==> src/rtl/fill_rect_engine_if.sv <==
// Control and plot-port bundle for fill_rect_engine.
//   start, abort, mode, colour, x0, y0, x1, y1 : request from the top-level controller
//   busy, done                                 : status back to the controller
//   vga_x, vga_y, vga_colour, vga_plot         : pixel write port to the VGA adapter
// modport slave  : engine side (drives status and plot port)
// modport master : controller side (drives the request, observes everything)
interface fill_rect_engine_if #(
  parameter int X_W = 8,
  parameter int Y_W = 7,
  parameter int C_W = 3
) ();
  logic           start;
  logic           abort;
  logic [1:0]     mode;
  logic [C_W-1:0] colour;
  logic [X_W-1:0] x0;
  logic [Y_W-1:0] y0;
  logic [X_W-1:0] x1;
  logic [Y_W-1:0] y1;
  logic           busy;
  logic           done;
  logic [X_W-1:0] vga_x;
  logic [Y_W-1:0] vga_y;
  logic [C_W-1:0] vga_colour;
  logic           vga_plot;

  modport slave (
    input  start, abort, mode, colour, x0, y0, x1, y1,
    output busy, done, vga_x, vga_y, vga_colour, vga_plot
  );

  modport master (
    output start, abort, mode, colour, x0, y0, x1, y1,
    input  busy, done, vga_x, vga_y, vga_colour, vga_plot
  );
endinterface

==> src/rtl/fill_rect_engine.sv <==
// fill_rect_engine: paints a clipped rectangle into the VGA adapter frame
// buffer, one pixel per clock, in one of four colour patterns
// (0 solid, 1 column stripes, 2 row stripes, 3 checkerboard).
// Ports:
//   clk  : system clock
//   rst  : synchronous active-high reset
//   bus  : fill_rect_engine_if.slave (request, busy/done, VGA plot port)
// Scan order is column-major: y runs fastest, then x.
module fill_rect_engine #(
  parameter int SCREEN_W = 160,
  parameter int SCREEN_H = 120,
  parameter int X_W      = 8,
  parameter int Y_W      = 7,
  parameter int C_W      = 3,
  parameter int CHK_LOG  = 3
) (
  input  logic               clk,
  input  logic               rst,
  fill_rect_engine_if.slave  bus
);

  typedef enum logic [1:0] {
    IDLE = 2'd0,
    LOAD = 2'd1,
    PLOT = 2'd2,
    DONE = 2'd3
  } state_e;

  localparam logic [X_W-1:0] X_MAX = X_W'(SCREEN_W - 1);
  localparam logic [Y_W-1:0] Y_MAX = Y_W'(SCREEN_H - 1);

  state_e         state_q, state_d;
  logic [1:0]     mode_q, mode_d;
  logic [C_W-1:0] colour_q, colour_d;
  logic [X_W-1:0] x0_q, x0_d, x1_q, x1_d;
  logic [Y_W-1:0] y0_q, y0_d, y1_q, y1_d;
  logic [X_W-1:0] x_q, x_d;
  logic [Y_W-1:0] y_q, y_d;
  logic           busy_q, busy_d;
  logic           done_q, done_d;
  logic [X_W-1:0] vga_x_q, vga_x_d;
  logic [Y_W-1:0] vga_y_q, vga_y_d;
  logic [C_W-1:0] vga_colour_q, vga_colour_d;
  logic           vga_plot_q, vga_plot_d;

  logic [X_W-1:0] xe_s;
  logic [Y_W-1:0] ye_s;
  logic           empty_s;
  logic           last_row_s;
  logic           last_col_s;
  logic [C_W-1:0] pix_colour_s;

  // Clip the latched corner to the screen and classify the current position.
  // The last-column test is an explicit compare, so x never has to wrap.
  always_comb begin
    xe_s       = (x1_q > X_MAX) ? X_MAX : x1_q;
    ye_s       = (y1_q > Y_MAX) ? Y_MAX : y1_q;
    empty_s    = (x0_q > xe_s) || (y0_q > ye_s);
    last_row_s = (y_q == ye_s);
    last_col_s = (x_q == xe_s);
  end

  // Pattern colour for the pixel at the current counters.
  always_comb begin
    pix_colour_s = colour_q;
    case (mode_q)
      2'd0:    pix_colour_s = colour_q;
      2'd1:    pix_colour_s = C_W'(x_q) + colour_q;
      2'd2:    pix_colour_s = C_W'(y_q) + colour_q;
      2'd3:    pix_colour_s = (x_q[CHK_LOG] ^ y_q[CHK_LOG]) ? ~colour_q : colour_q;
      default: pix_colour_s = colour_q;
    endcase
  end

  // Next-state, counter and registered-output logic.
  always_comb begin
    state_d      = state_q;
    mode_d       = mode_q;
    colour_d     = colour_q;
    x0_d         = x0_q;
    y0_d         = y0_q;
    x1_d         = x1_q;
    y1_d         = y1_q;
    x_d          = x_q;
    y_d          = y_q;
    vga_plot_d   = 1'b0;
    vga_x_d      = vga_x_q;
    vga_y_d      = vga_y_q;
    vga_colour_d = vga_colour_q;

    case (state_q)
      IDLE: begin
        if (bus.start) begin
          mode_d   = bus.mode;
          colour_d = bus.colour;
          x0_d     = bus.x0;
          y0_d     = bus.y0;
          x1_d     = bus.x1;
          y1_d     = bus.y1;
          state_d  = LOAD;
        end else begin
          state_d  = IDLE;
        end
      end
      LOAD: begin
        if (bus.abort) begin
          state_d = IDLE;
        end else if (empty_s) begin
          state_d = DONE;
        end else begin
          state_d = PLOT;
          x_d     = x0_q;
          y_d     = y0_q;
        end
      end
      PLOT: begin
        // Abort beats the pixel in flight, including the final one.
        if (bus.abort) begin
          state_d = IDLE;
        end else begin
          vga_plot_d   = 1'b1;
          vga_x_d      = x_q;
          vga_y_d      = y_q;
          vga_colour_d = pix_colour_s;
          if (last_row_s) begin
            y_d = y0_q;
            if (last_col_s) begin
              state_d = DONE;
            end else begin
              x_d = x_q + X_W'(1);
            end
          end else begin
            y_d = y_q + Y_W'(1);
          end
        end
      end
      DONE: begin
        // Stay until done has been visible for at least one cycle, and for
        // as long as start is held, so a held start cannot retrigger.
        if (bus.start || !done_q) begin
          state_d = DONE;
        end else begin
          state_d = IDLE;
        end
      end
      default: begin
        state_d = IDLE;
      end
    endcase
  end

  // Status flags: busy tracks the state exactly; done follows the first DONE
  // cycle, which lands it one cycle after the last registered plot.
  always_comb begin
    busy_d = (state_d == LOAD) || (state_d == PLOT);
    done_d = (state_q == DONE) && (state_d == DONE);
  end

  // State, latched request, counters and output registers.
  always_ff @(posedge clk) begin
    if (rst) begin
      state_q      <= IDLE;
      mode_q       <= 2'd0;
      colour_q     <= '0;
      x0_q         <= '0;
      y0_q         <= '0;
      x1_q         <= '0;
      y1_q         <= '0;
      x_q          <= '0;
      y_q          <= '0;
      busy_q       <= 1'b0;
      done_q       <= 1'b0;
      vga_x_q      <= '0;
      vga_y_q      <= '0;
      vga_colour_q <= '0;
      vga_plot_q   <= 1'b0;
    end else begin
      state_q      <= state_d;
      mode_q       <= mode_d;
      colour_q     <= colour_d;
      x0_q         <= x0_d;
      y0_q         <= y0_d;
      x1_q         <= x1_d;
      y1_q         <= y1_d;
      x_q          <= x_d;
      y_q          <= y_d;
      busy_q       <= busy_d;
      done_q       <= done_d;
      vga_x_q      <= vga_x_d;
      vga_y_q      <= vga_y_d;
      vga_colour_q <= vga_colour_d;
      vga_plot_q   <= vga_plot_d;
    end
  end

  assign bus.busy       = busy_q;
  assign bus.done       = done_q;
  assign bus.vga_x      = vga_x_q;
  assign bus.vga_y      = vga_y_q;
  assign bus.vga_colour = vga_colour_q;
  assign bus.vga_plot   = vga_plot_q;

endmodule

==> src/flat_wrapper.sv <==
// flat-port wrapper written by rule: the top's interface ports become plain ports
module fill_rect_engine_flat 
#(
  parameter int SCREEN_W = 160,
  parameter int SCREEN_H = 120,
  parameter int X_W      = 8,
  parameter int Y_W      = 7,
  parameter int C_W      = 3,
  parameter int CHK_LOG  = 3
)
  (clk, rst, bus_start, bus_abort, bus_mode, bus_colour, bus_x0, bus_y0, bus_x1, bus_y1, bus_busy, bus_done, bus_vga_x, bus_vga_y, bus_vga_colour, bus_vga_plot);
  fill_rect_engine_if #(.X_W(X_W), .Y_W(Y_W), .C_W(C_W)) bus_i ();
  input  logic clk;
  input  logic rst;
  input wire logic [$bits(bus_i.start)-1:0] bus_start;
  input wire logic [$bits(bus_i.abort)-1:0] bus_abort;
  input wire logic [$bits(bus_i.mode)-1:0] bus_mode;
  input wire logic [$bits(bus_i.colour)-1:0] bus_colour;
  input wire logic [$bits(bus_i.x0)-1:0] bus_x0;
  input wire logic [$bits(bus_i.y0)-1:0] bus_y0;
  input wire logic [$bits(bus_i.x1)-1:0] bus_x1;
  input wire logic [$bits(bus_i.y1)-1:0] bus_y1;
  output wire logic [$bits(bus_i.busy)-1:0] bus_busy;
  output wire logic [$bits(bus_i.done)-1:0] bus_done;
  output wire logic [$bits(bus_i.vga_x)-1:0] bus_vga_x;
  output wire logic [$bits(bus_i.vga_y)-1:0] bus_vga_y;
  output wire logic [$bits(bus_i.vga_colour)-1:0] bus_vga_colour;
  output wire logic [$bits(bus_i.vga_plot)-1:0] bus_vga_plot;
  assign bus_i.start = bus_start;
  assign bus_i.abort = bus_abort;
  assign bus_i.mode = bus_mode;
  assign bus_i.colour = bus_colour;
  assign bus_i.x0 = bus_x0;
  assign bus_i.y0 = bus_y0;
  assign bus_i.x1 = bus_x1;
  assign bus_i.y1 = bus_y1;
  assign bus_busy = bus_i.busy;
  assign bus_done = bus_i.done;
  assign bus_vga_x = bus_i.vga_x;
  assign bus_vga_y = bus_i.vga_y;
  assign bus_vga_colour = bus_i.vga_colour;
  assign bus_vga_plot = bus_i.vga_plot;
  fill_rect_engine #(.SCREEN_W(SCREEN_W), .SCREEN_H(SCREEN_H), .X_W(X_W), .Y_W(Y_W), .C_W(C_W), .CHK_LOG(CHK_LOG)) u_core (.clk(clk), .rst(rst), .bus(bus_i));
endmodule
==> config.mk <==
export PLATFORM = sky130hd
export DESIGN_NAME = fill_rect_engine_flat
export DESIGN_NICKNAME = d
export VERILOG_FILES = /design/src/rtl/fill_rect_engine_if.sv /design/src/rtl/fill_rect_engine.sv /design/src/flat_wrapper.sv
export SDC_FILE = /design/constraint.sdc
export NUM_CORES = 1
export LEC_CHECK = 0
export ABC_CLOCK_PERIOD_IN_PS = 6100
export CAP_MARGIN = 10
export CELL_PAD_IN_SITES_DETAIL_PLACEMENT = 0
export CELL_PAD_IN_SITES_GLOBAL_PLACEMENT = 1
export CORE_ASPECT_RATIO = 1.4
export CORE_MARGIN = 4
export CORE_UTILIZATION = 40
export DETAILED_ROUTE_END_ITERATION = 6
export GPL_TIMING_DRIVEN = 1
export PLACE_DENSITY_LB_ADDON = 0.1
export SLEW_MARGIN = 20
export SYNTH_ARGS = -nofsm -noshare
export SYNTH_HDL_FRONTEND = slang
export SYNTH_SLANG_ARGS = --single-unit
==> constraint.sdc <==
create_clock -name clk -period 6.1 [get_ports clk]
set_input_delay 0.915 -clock clk [delete_from_list [all_inputs] [get_ports clk]]
set_output_delay 0.915 -clock clk [all_outputs]
set_load 0.02 [all_outputs]
== Yosys cells after proc, flatten, opt, wreduce, memory -nomap -nowiden ==
Index checks and enable logic that the tools add are counted.
Storage, ports and cells
  bits in registers: 73
  bits of input ports: 39
  output and inout port bits: 21
  logic and storage cells: 80
Cells by class
  add/subtract/negate cells: 4
  order comparisons: 4
  equality and inequality tests: 16
  mux-type cells: 24
  bitwise gates (word level): 4
  reductions and logical operators: 13
Operators with widths (number)
  $mux W8: 6
  $mux W7: 5
  $pmux W8 S2: 1
  $pmux W7 S2: 1
  $eq A2 B2 Y1 const B: 6
  $pmux W3 S4: 1
  $mux W2: 5
  $add A8 B1 Y8 const B: 1
  $eq A8 B8 Y1: 1
  $gt A8 B8 Y1: 1
  $gt A8 B8 Y1 const B: 1
  $ne A2 B2 Y1 const B: 4
  $pmux W2 S4: 1
  $add A7 B1 Y7 const B: 1
  $eq A7 B7 Y1: 1
  $gt A7 B7 Y1: 1
  $gt A7 B7 Y1 const B: 1
  $add A3 B3 Y3: 2
  $eq A2 B1 Y1 const B: 3
  $reduce_and A6 Y1: 1
  $logic_not A2 Y1: 2
  $reduce_and A2 Y1: 2
  $reduce_and A4 Y1: 1
  $logic_or A1 B1 Y1: 3
  10 further kinds: 13

== Logic depth before layout (Yosys ltp) ==
Gate-level depths: netlist of the first run.
  depth after elaboration: 9
  depth in mapped cells: 12
  mapped depth without buffers: 12

== Worst setup path before layout of the first run ==
OpenSTA, ideal clock, no wires.
  path kind: register to register
  from: register u_core.x1_q[6]
  to: register u_core.y_q[0]
  setup time: 0.070 ns
  arrival: 2.448 ns
  data required time: 6.030 ns
  setup slack: 3.582 ns
  stages on the path, launching flop included: 12
  path buffers: 1
  clock period less this slack: 2.518 ns
  cell sequence: dfxtp_1 > o21a_1 > buf_6 > or2_2 > ha_1 > nand4_1 > nor2_1 > a211o_1 > o221ai_1 > o31a_1 > or3_1 > a21oi_1
Between the ends
  word-level cells in the longest chain between the ends: 6
Ends and longest elaborated chain
  start, declared: line fill_rect_engine.sv:35  | logic [X_W-1:0] x0_q, x0_d, x1_q, x1_d;
  start signal, assigned: line fill_rect_engine.sv:167  | x1_q <= '0;
  start signal, assigned: line fill_rect_engine.sv:183  | x1_q <= x1_d;
  $gt A8 B8 Y1: line fill_rect_engine.sv:56  | xe_s = (x1_q > X_MAX) ? X_MAX : x1_q;
  $mux W8 *: line fill_rect_engine.sv:56
  $gt A8 B8 Y1 *: line fill_rect_engine.sv:58  | empty_s = (x0_q > xe_s) || (y0_q > ye_s);
  $logic_or A1 B1 Y1 *: line fill_rect_engine.sv:58
  $ne A2 B2 Y1 (no source line) *
  $reduce_and A4 Y1 (no source line) *
  end signal, assigned: line fill_rect_engine.sv:186  | y_q <= y_d;
  end, declared: line fill_rect_engine.sv:38  | logic [Y_W-1:0] y_q, y_d;
Mark *: on every way between the ends. The rest lies on a longest branch, timed or not.
A chain may end at the register's enable or synchronous reset.

== Worst setup path in the final report of the first run ==
Ends and elaborated chain as after synthesis.

==> flow_summary_export.csv, run 1 <==
group,metric,value,unit
synth,yosys.cell_count.top_type,"nand2_1",
sta,setup_viol,0,
sta,skew,0.00615,ns
synth,avgSynthCellArea,7.82,µm²
routing,dr.pass1.iters,5,
worst_setup_path,worstRegToRegCells,10,
routing,drc,0,
power,power.leakage,1.83,nW
global_route,track_usage,18.8,%
routing,routed_wl,10500,µm
worst_setup_path,crit_chain,"o21a_1 > or2_2 > ha_1 > nand4_1 > nor2_1 > a211o_1 > o221ai_1 > o31a_1 > or3_1 > a21oi_1",
worst_setup_path,critPathSlowestCell,"o31a_1",
synth,yosys-top-cells-area,"dfxtp_1 37%, nand2_1 12%, a21oi_1 8.5%",
global_route,global_route.overflow_total,0,
worst_setup_path,cp.required,6.36,ns
die,ios,60,
worst_setup_path,reg2reg_setup_slack,3.07,ns
worst_setup_path,regToRegEndpoint,"u_core.y_q[0]",
routing,wl_per_cell,15.4,µm
sta,hold_viol,0,
clock_network,clockRootBuffer,"clkbuf_16",
clock_network,holdBufCountCts,0,
worst_hold_path,hold_depth,2,
synth,yosysSeqAreaShare,37.1,%
power,switching_share,26.2,%
placed_design,io_buffers,59,
sta,max-slew-margin-rel,46.7,%
power,power-per-cell-area,294,nW/µm²
global_route,grt_first_pass_wirelength,17300,µm
clock_network,cts-buffers-inserted,9,
power,finalPower,1.45,mW
synth,yosys_register_bits,73,
power,switchingPower,381,µW
worst_setup_path,start_kind,"flip-flop",
synth,synth_edf_count,0,
global_route,grt_antenna_before_repair,0,
synth,netlist_instances,503,
routing,antenna_left,0,
worst_hold_path,worstHoldStart,"u_core.bus.vga_x[0]",
sta,slew_viol_final,0,
routing,vias,3627,
synth,yosys-top-cells-count,"123 x nand2_1, 73 x dfxtp_1, 67 x a21oi_1",
die,core_area,9510,µm²
clock_network,clkLatencyLatePin,0.33,ns
die,dieArea,11500,µm²
job,drv_cap,0,
finish,syn_to_final_growth,25.6,%
routing,via_per_inst,5.33,
synth,postSynthNetCount,565,
clock_network,htreeDepth,3,
die,die_h,125,µm
synth,netlist.area_leader.share,37.1,%
clock_network,clk_path_buf_depth,2,
worst_setup_path,end_kind,"flip-flop",
worst_setup_path,worstPathMaxFanout,13,
placed_design,dp_hpwl,7440,µm
worst_setup_path,r2r_start,"u_core.x1_q[6]",
sta,period_needed,3.03,ns
die,start_util,41.4,%
sta,worst_pin_slew,0.797,ns
global_route,grt_pass1_vias,3511,
clock_network,clk_pin_slew,0.06,ns
placed_design,place.gp.congestion,0.845,
synth,ys_types,65,
outcome,outcome,"finished, final reports clean",
synth,synthFlopType,"dfxtp_1",
power,clockPowerShare,46.0,%
worst_setup_path,slowest_delay,0.50,ns
worst_setup_path,critPathArrivalTime,3.30,ns
die,num_rows,42,
die,die_x,91.8,µm
worst_setup_path,worst-path-buf-inv,0,
synth,synth_area,3940,µm²
sta,layout_worst_path_cycle_share,49.7,%
sta,finalSetupTns,0,ns
sta,layout_setup_ws,3.07,ns
placed_design,preCtsSetupSlack,2.93,ns
finish,layout-drive-gt1-share,6.56,%
power,seqPwrFrac,37.2,%
power,vdd_ir_drop_max,0.157,mV
synth,yosysWarnings,0,
synth,yosys.area.top_type,"dfxtp_1",
clock_network,cts_setup_buffers,0,
worst_setup_path,cp_top_family,"compound AO/OA/AOI/OAI gates",
finish,n_antenna_cell,0,
worst_hold_path,hold_end,"u_core.bus.vga_x[0]",
power,p_int,1.07,mW
finish,fin_nets,606,
clock_network,cts_tree,"done",
clock_network,ctsResizeCount,0,
routing,drt_iter0_markers,133,
synth,synthArstFlopShare,0,%
worst_hold_path,hold_path.class,"reg -> reg",
power,power_frac_comb,16.7,%
clock_network,cts.sinks,73,
sta,fmaxAchievable,330,MHz
worst_setup_path,criticalPathCategory,"reg -> reg",
global_route,grt_max_degree,68,
sta,rsz0062_at_grt,"no",
[metrics by stage]
stage | std cells | instance area [µm²] | hold slack (ns) | util [%]
CTS | 681 | 4940 | 0.456 | 52.0
global placement | 665 | 4570 | 0.445 | 48.0
floorplan | 503 | 3940 | 0.436 | -
global route | 681 | 4940 | 0.474 | 52.0
detailed placement | 665 | 4570 | 0.448 | 48.0
finish | 681 | 4940 | 0.451 | 52.0
[state kept, by name (all words and copies together), names as in the netlist, 2 cells and up]
register / cells
u_core.x0_q: 8
u_core.bus.vga_y: 7
u_core.y1_q: 7
u_core.y_q: 7
u_core.x_q: 8
u_core.x1_q: 8
u_core.state_q: 2
u_core.colour_q: 3
u_core.y0_q: 7
u_core.mode_q: 2
u_core.bus.vga_x: 8
u_core.bus.vga_colour: 3
[cell usage in the layout (no fill, tap or decap), types with 3 or more instances in the layout]
cell,n
clkbuf_16,9
a211oi_1,4
dfxtp_1,73
xor2_1,6
nor2b_1,4
nor3_1,6
xnor2_1,5
buf_4,4
o22ai_1,3
o21ai_0,13
nand4_1,4
o32ai_1,6
a32o_1,4
and2_1,3
nor2_1,29
ha_1,22
and3_1,5
nand2b_1,5
a21oi_1,67
inv_1,18
bufinv_16,4
or2_2,4
mux2i_1,9
clkdlybuf4s50_1,58
a22o_1,3
nand3_1,8
nand2_1,123
[how the worst max path moves through the flow]
| stage | from | end | slack [ns] | depth (start not counted) |
|---|---|---|---|---|
| 3_3_place_gp | bus_abort | u_core.y_q[0] | 2.95 | 6 |
| 3_5_place_dp | bus_abort | u_core.y_q[0] | 2.93 | 6 |
| 4_1_cts | u_core.x1_q[6] | u_core.y_q[0] | 3.09 | 10 |
| 6_report | u_core.x1_q[6] | u_core.y_q[0] | 3.07 | 10 |
| 2_1_floorplan | u_core.x1_q[6] | u_core.y_q[0] | 3.58 | 11 |
| 5_1_grt | u_core.x1_q[6] | u_core.y_q[0] | 2.92 | 10 |
[per-layer routing]
layer / vias up / part of all wire, % / global-route usage (%)
li1: 1826 / - / -
met1: 1722 / 41 / 21.3
met2: 65 / 53 / 34.1
met3: 14 / 3.3 / 3.25
met4: 0 / 2.8 / 8.22
met5: - / 0 / 0
[kinds of logic (layout without fill, tap and decap cells)]
group                      count (synthesis)  count (layout)  synth area share, %
DFF                                       73              73                 37.1
xor gates and xnor gates                  11              11                 2.45
AOI/OAI and AO/OA                        129             129                 21.3
adders and majority gates                 23              23                 7.50
muxes                                     10              10                 2.58
buffers and inverters                     51              97                 5.53
and+or+nand+nor                          206             206                 23.5
[tightest hold or removal path, stage by stage, from the launching register on]
cell	delay [ns]
dfxtp_1	0.30
nand2_1	0.05
a21oi_1	0.05
[layout make-up]
class                           count  area (µm²)
Tap cell                          132         165
Multi-Input combinational cell    379        2260
Clock inverter                      5         125
Timing Repair Buffer               63         616
Sequential cell                    73        1460
Fill cell                         947        4570
Inverter                           18        67.6
Clock buffer                       11         253
[power groups by stage]
stage / sequential, mW / clock [mW] / combinational [mW]
after CTS: 0.542 / 0.681 / 0.245
after detailed placement: 0.552 / 0 / 0.244
after global placement: 0.552 / 0 / 0.239
after global routing: 0.546 / 0.697 / 0.277
final: 0.541 / 0.669 / 0.243
after floorplan: 0.536 / 0 / 0.175
(Power assumes the default switching activity.)
==> inputs of run 2 (changes only) <==
Settings changed: ABC_CLOCK_PERIOD_IN_PS 6100 to 2700, CORE_UTILIZATION 40 to 36.
Clock period 6.1 ns to 2.7 ns, I/O delays scaled along.
==> run 2 against run 1 <==
  * Sequential share of layout area fell by 0.87 points
  * Clock-buffer cell count shrank 2
  * Cell count rose by 3.5%
  * Via count up 1.5%
  * Clock skew is 0.0024 ns higher
  * First-iteration DRC count down 12%
  * Non-clock buffer count increased by 18
  * Clock power up 110%
  * Total power is 120% higher
  * Sequential cell count did not move
  * Worst setup slack got worse by 2.9 ns
  * Utilization shrank 3.2 points
  * Critical path type unchanged
  * Critical endpoint is now u_core.y_q[2]
==> flow_summary_export.csv, run 2 (synthesis gave the netlist of run 1 again) <==
group,metric,value,unit
outcome,outcome,"finished, final reports clean",
sta,finalSetupTns,0,ns
die,die_h,132,µm
clock_network,clockRootBuffer,"clkbuf_16",
routing,drt_iter0_markers,117,
worst_setup_path,crit_start,"u_core.x1_q[5]",
power,power-per-cell-area,632,nW/µm²
finish,syn_to_final_growth,30.3,%
clock_network,holdBufCountCts,0,
die,core_area,10500,µm²
die,dieArea,12700,µm²
clock_network,htreeDepth,3,
sta,layout_worst_path_cycle_share,94.9,%
power,vdd_ir_drop_max,0.307,mV
worst_setup_path,cp-endpoint,"u_core.y_q[2]",
sta,fmaxAchievable,390,MHz
routing,vias,3683,
clock_network,cts.sinks,73,
sta,slew_viol_final,0,
sta,period_needed,2.56,ns
sta,hold_viol,0,
clock_network,cts_tree,"done",
routing,route.met2.wl,5750,µm
worst_setup_path,worstPathMaxFanout,10,
placed_design,io_buffers,59,
sta,worst_pin_slew,0.505,ns
worst_setup_path,start_kind,"flip-flop",
clock_network,clk_path_buf_depth,2,
routing,antenna_left,0,
global_route,grt_antenna_before_repair,0,
worst_setup_path,reg2reg_setup_slack,0.14,ns
routing,wl_per_cell,15.5,µm
routing,wl_met3,271,µm
global_route,grt_max_degree,47,
finish,fin_nets,624,
die,num_rows,44,
worst_setup_path,cp.required,2.92,ns
job,drv_cap,0,
routing,top_layer_used,"met4",
finish,final_common_cell,"nand2_1",
routing,routed_wl,10900,µm
power,finalPower,3.24,mW
routing,via_per_inst,5.22,
global_route,track_usage,17.7,%
sta,max-slew-margin-rel,66.2,%
clock_network,cts-buffers-inserted,9,
placed_design,place.gp.congestion,0.830,
finish,n_antenna_cell,0,
global_route,global_route.overflow_total,0,
worst_hold_path,hold_path.class,"reg -> reg",
worst_setup_path,r2r_start,"u_core.x1_q[5]",
worst_setup_path,regToRegEndpoint,"u_core.y_q[2]",
global_route,grt_pass1_vias,3559,
die,die_x,96.4,µm
routing,drc,0,
routing,dr.pass1.iters,4,
global_route,grt_first_pass_wirelength,17500,µm
finish,final_cell_mix,"123 x nand2_1, 67 x dfxtp_1, 65 x a21oi_1, 58 x clkdlybuf4s50_1, 28 x nor2_1",
clock_network,clk_pin_slew,0.07,ns
worst_setup_path,worstRegToRegCells,11,
sta,skew,0.00850,ns
finish,layout-drive-gt1-share,12.2,%
routing,wl_met1,4590,µm
clock_network,clkLatencyLatePin,0.34,ns
sta,setup_viol,0,
sta,rsz0062_at_grt,"no",
die,ios,60,
worst_setup_path,criticalPathCategory,"reg -> reg",
worst_setup_path,end_kind,"flip-flop",
power,power.leakage,1.92,nW
die,start_util,37.4,%
placed_design,dp_hpwl,7970,µm
worst_setup_path,critPathArrivalTime,2.78,ns
==> run 2: layer usage <==
metal | GRT usage, % | vias up
met5 | 0 | -
met4 | 7.49 | 0
met3 | 2.75 | 19
met2 | 31.4 | 52
met1 | 20.3 | 1749
li1 | - | 1863
==> run 2: worst min path at each step <==
stage	start	to	slack, ns	cells past startpoint
after floorplan	u_core.x0_q[0]	u_core.x0_q[0]	0.44	2
after global placement	u_core.bus.vga_x[4]	u_core.bus.vga_x[4]	0.45	2
after detailed placement	u_core.bus.vga_x[4]	u_core.bus.vga_x[4]	0.45	2
after CTS	u_core.bus.vga_x[4]	u_core.bus.vga_x[4]	0.46	2
after global routing	u_core.bus.vga_x[1]	u_core.bus.vga_x[1]	0.47	2
final	u_core.bus.vga_x[4]	u_core.bus.vga_x[4]	0.45	2
==> run 2: what timing repair did <==
| action | 4_1_cts | 5_1_grt |
|---|---|---|
| buffers inserted | 0 | 4 |
| endpoints found under the setup margin | 1 | 15 |
| pin swaps | 0 | 5 |
| resized for setup | 1 | 19 |
| hold endpoints to repair | 0 | 0 |
==> run 2: layout make-up <==
class	count	area, µm²
timing repair buffer	81	751
fill	1053	5390
clock buffer	9	225
tap	138	173
inverter	18	67.6
clock inverter	7	118
multi-input combinational	379	2320
sequential	73	1470
==> run 2: critical path, stage by stage, from the launching register on <==
cell and delay (ns):
dfxtp_4 0.35, o21a_4 0.21, or2_4 0.24, ha_4 0.25
nand4_1 0.09, nor2_2 0.19, a211o_1 0.16, o221ai_4 0.13
o31a_1 0.35, buf_4 0.18, a21oi_1 0.16, o32ai_2 0.11
==> run 2: metrics by stage <==
| step | setup slack [ns] | hold WS [ns] | util, % | instance area [µm²] | instances |
|---|---|---|---|---|---|
| 2_1_floorplan | 0.182 | 0.436 | - | 3940 | 503 |
| 3_3_place_gp | 0.104 | 0.445 | 44.5 | 4680 | 685 |
| 3_5_place_dp | 0.0184 | 0.449 | 44.5 | 4680 | 685 |
| 4_1_cts | 0.0756 | 0.457 | 47.8 | 5030 | 701 |
| 5_1_grt | 0.0210 | 0.471 | 48.8 | 5130 | 705 |
| 6_report | 0.139 | 0.454 | 48.8 | 5130 | 705 |
==> run 2: power by group <==
part | internal (mW) | total [mW] | switching, mW
Clock | 0.904 | 1.39 | 0.490
Combinational | 0.291 | 0.631 | 0.340
Sequential | 1.14 | 1.22 | 0.0790
Total | 2.33 | 3.24 | 0.909
==> inputs of run 3 (changes only) <==
Settings changed: RECOVER_POWER set to 25.
==> run 3 against run 2 <==
  * The run now ends with max-capacitance violations, max-slew violations left
  * Clock power about the same
  * Maximum frequency about the same
  * Sequential power about the same
  * First-iteration DRC count decreased by 1.7%
  * Hold slack about the same
  * Utilization about the same
  * Critical path depth unchanged
  * Via count increased by 0.22%
  * Die area unchanged
  * Cell count unchanged
==> flow_summary_export.csv, run 3 (synthesis gave the netlist of run 1 again) <==
group,metric,value,unit
outcome,outcome,"finished, violations left",
outcome,violations,"max-capacitance violations, max-slew violations",
global_route,grt_first_pass_wirelength,17500,µm
routing,antenna_left,0,
routing,routed_wl,10900,µm
worst_setup_path,worstPathMaxFanout,10,
clock_network,clkLatencyLatePin,0.34,ns
sta,skew,0.00856,ns
clock_network,holdBufCountCts,0,
die,die_x,96.4,µm
power,switchingPower,909,µW
worst_setup_path,worstRegToRegCells,11,
sta,period_needed,2.56,ns
sta,slew_viol_final,36,
worst_setup_path,crit_chain,"o21a_4 > or2_4 > ha_4 > nand4_1 > nor2_2 > a211o_1 > o221ai_4 > o31a_1 > buf_4 > a21oi_1 > o32ai_2",
worst_setup_path,critPathSlowestCell,"dfxtp_4",
placed_design,place.gp.congestion,0.830,
global_route,grt_max_degree,47,
power,power-per-cell-area,633,nW/µm²
finish,final_cell_mix,"123 x nand2_1, 67 x dfxtp_1, 65 x a21oi_1, 57 x clkdlybuf4s50_1, 28 x nor2_1",
routing,drt_iter0_markers,115,
clock_network,clk_pin_slew,0.07,ns
routing,vias,3691,
global_route,grt_pass1_vias,3559,
worst_hold_path,worstHoldStart,"u_core.bus.vga_x[4]",
worst_hold_path,hold_end,"u_core.bus.vga_x[4]",
finish,syn_to_final_growth,30.2,%
global_route,global_route.overflow_total,0,
finish,final_common_cell,"nand2_1",
routing,top_layer_used,"met4",
worst_setup_path,end_kind,"flip-flop",
worst_hold_path,hold_path.class,"reg -> reg",
global_route,grt_antenna_before_repair,0,
power,power_frac_comb,19.4,%
die,start_util,37.4,%
worst_setup_path,criticalPathCategory,"reg -> reg",
job,drv_cap,1,
finish,n_antenna_cell,0,
global_route,track_usage,17.7,%
worst_setup_path,start_kind,"flip-flop",
routing,dr.pass1.iters,5,
clock_network,clockRootBuffer,"clkbuf_16",
die,dieArea,12700,µm²
finish,multi_input_area,2320,µm²
clock_network,cts-buffers-inserted,9,
worst_setup_path,regToRegEndpoint,"u_core.y_q[2]",
die,num_rows,44,
routing,wl_met1,4580,µm
sta,max-slew-margin-rel,-1.53,%
worst_setup_path,cp.required,2.92,ns
finish,final_util,48.7,%
clock_network,cts.sinks,73,
routing,wl_met3,274,µm
sta,fmaxAchievable,390,MHz
sta,rsz0062_at_grt,"no",
worst_setup_path,crit_start,"u_core.x1_q[5]",
power,clockPowerShare,43.0,%
worst_hold_path,hold_depth,2,
finish,nFillCells,1053,
finish,regArea,1470,µm²
power,p_int,2.33,mW
finish,fin_nets,624,
power,switching_share,28.0,%
worst_setup_path,r2r_start,"u_core.x1_q[5]",
worst_setup_path,reg2reg_setup_slack,0.14,ns
routing,route.met2.wl,5760,µm
finish,layout-drive-gt1-share,12.0,%
routing,drc,0,
routing,wl_per_cell,15.5,µm
clock_network,cts_tree,"done",
die,core_area,10500,µm²
clock_network,clk_path_buf_depth,2,
worst_setup_path,critPathArrivalTime,2.78,ns
placed_design,io_buffers,59,
sta,worst_pin_slew,1.52,ns
placed_design,dp_hpwl,7970,µm
worst_setup_path,slowest_delay,0.35,ns
power,seqPwrFrac,37.6,%
sta,hold_viol,0,
clock_network,htreeDepth,3,
die,ios,60,
sta,finalSetupTns,0,ns
sta,setup_viol,0,
routing,via_per_inst,5.24,
die,die_h,132,µm
power,power.leakage,1.92,nW
sta,layout_worst_path_cycle_share,94.8,%
power,vdd_ir_drop_max,0.307,mV
run 3: changes by cell type in the layout (fill, tap and decap cells not counted), sizes merged:
cell,change
buf,-1
clkbuf,+1
clkdlybuf4s50,-1
dlygate4sd3,+1
run 3: layout make-up:
cell class,count,area share [%]
sequential,73,28.7
clock inverter,7,2.29
multi-input combinational,379,45.3
tap,138,3.37
clock buffer,9,4.39
inverter,18,1.32
timing repair buffer,81,14.6
run 3: power by group through the flow:
stage,Clock [mW],Sequential (mW),Combinational (mW)
finish,1.39,1.22,0.630
global placement,0,1.24,0.570
detailed placement,0,1.24,0.578
floorplan,0,1.21,0.396
CTS,1.41,1.22,0.590
global route,1.46,1.23,0.708
run 3: worst max-delay path: cells and delay by family (launching register included):
family                   cells  cell delay, ns
AO/OA/AOI/OAI                6            1.12
adder cells (fa/ha/maj)      1            0.25
buffers and inverters        1            0.18
flip-flops                   1            0.35
AND/OR/NAND/NOR              3            0.52
run 3: worst max path at each step:
stage          depth (start not counted)       endpoint  slack (ns)
3_3_place_gp                          10  u_core.y_q[0]        0.10
3_5_place_dp                          10  u_core.y_q[2]        0.02
5_1_grt                               12  u_core.y_q[2]        0.02
6_report                              11  u_core.y_q[2]        0.14
2_1_floorplan                         11  u_core.y_q[0]        0.18
4_1_cts                                9  u_core.y_q[2]        0.08
run 3: metrics by stage:
stage | power (mW) | hold WS [ns] | setup WS, ns | instance area (µm²) | std cells
final | 3.24 | 0.454 | 0.139 | 5120 | 705
after global routing | 3.39 | 0.471 | 0.0210 | 5120 | 705
after CTS | 3.22 | 0.457 | 0.0756 | 5030 | 701
after detailed placement | 1.82 | 0.449 | 0.0184 | 4680 | 685
after global placement | 1.81 | 0.445 | 0.104 | 4680 | 685
after floorplan | 1.61 | 0.436 | 0.182 | 3940 | 503
run 3: layer usage:
| layer | GRT usage [%] | vias up |
|---|---|---|
| met3 | 2.75 | 19 |
| met5 | 0 | - |
| met4 | 7.49 | 0 |
| met1 | 20.3 | 1756 |
| met2 | 31.4 | 51 |
| li1 | - | 1865 |
run 3: what timing repair did:
action                     4_1_cts  5_1_grt
pin swaps                        0        5
hold endpoints to repair         0        0
setup buffers                    0        4
gates resized for setup          1       19
setup endpoints to repair        1       15
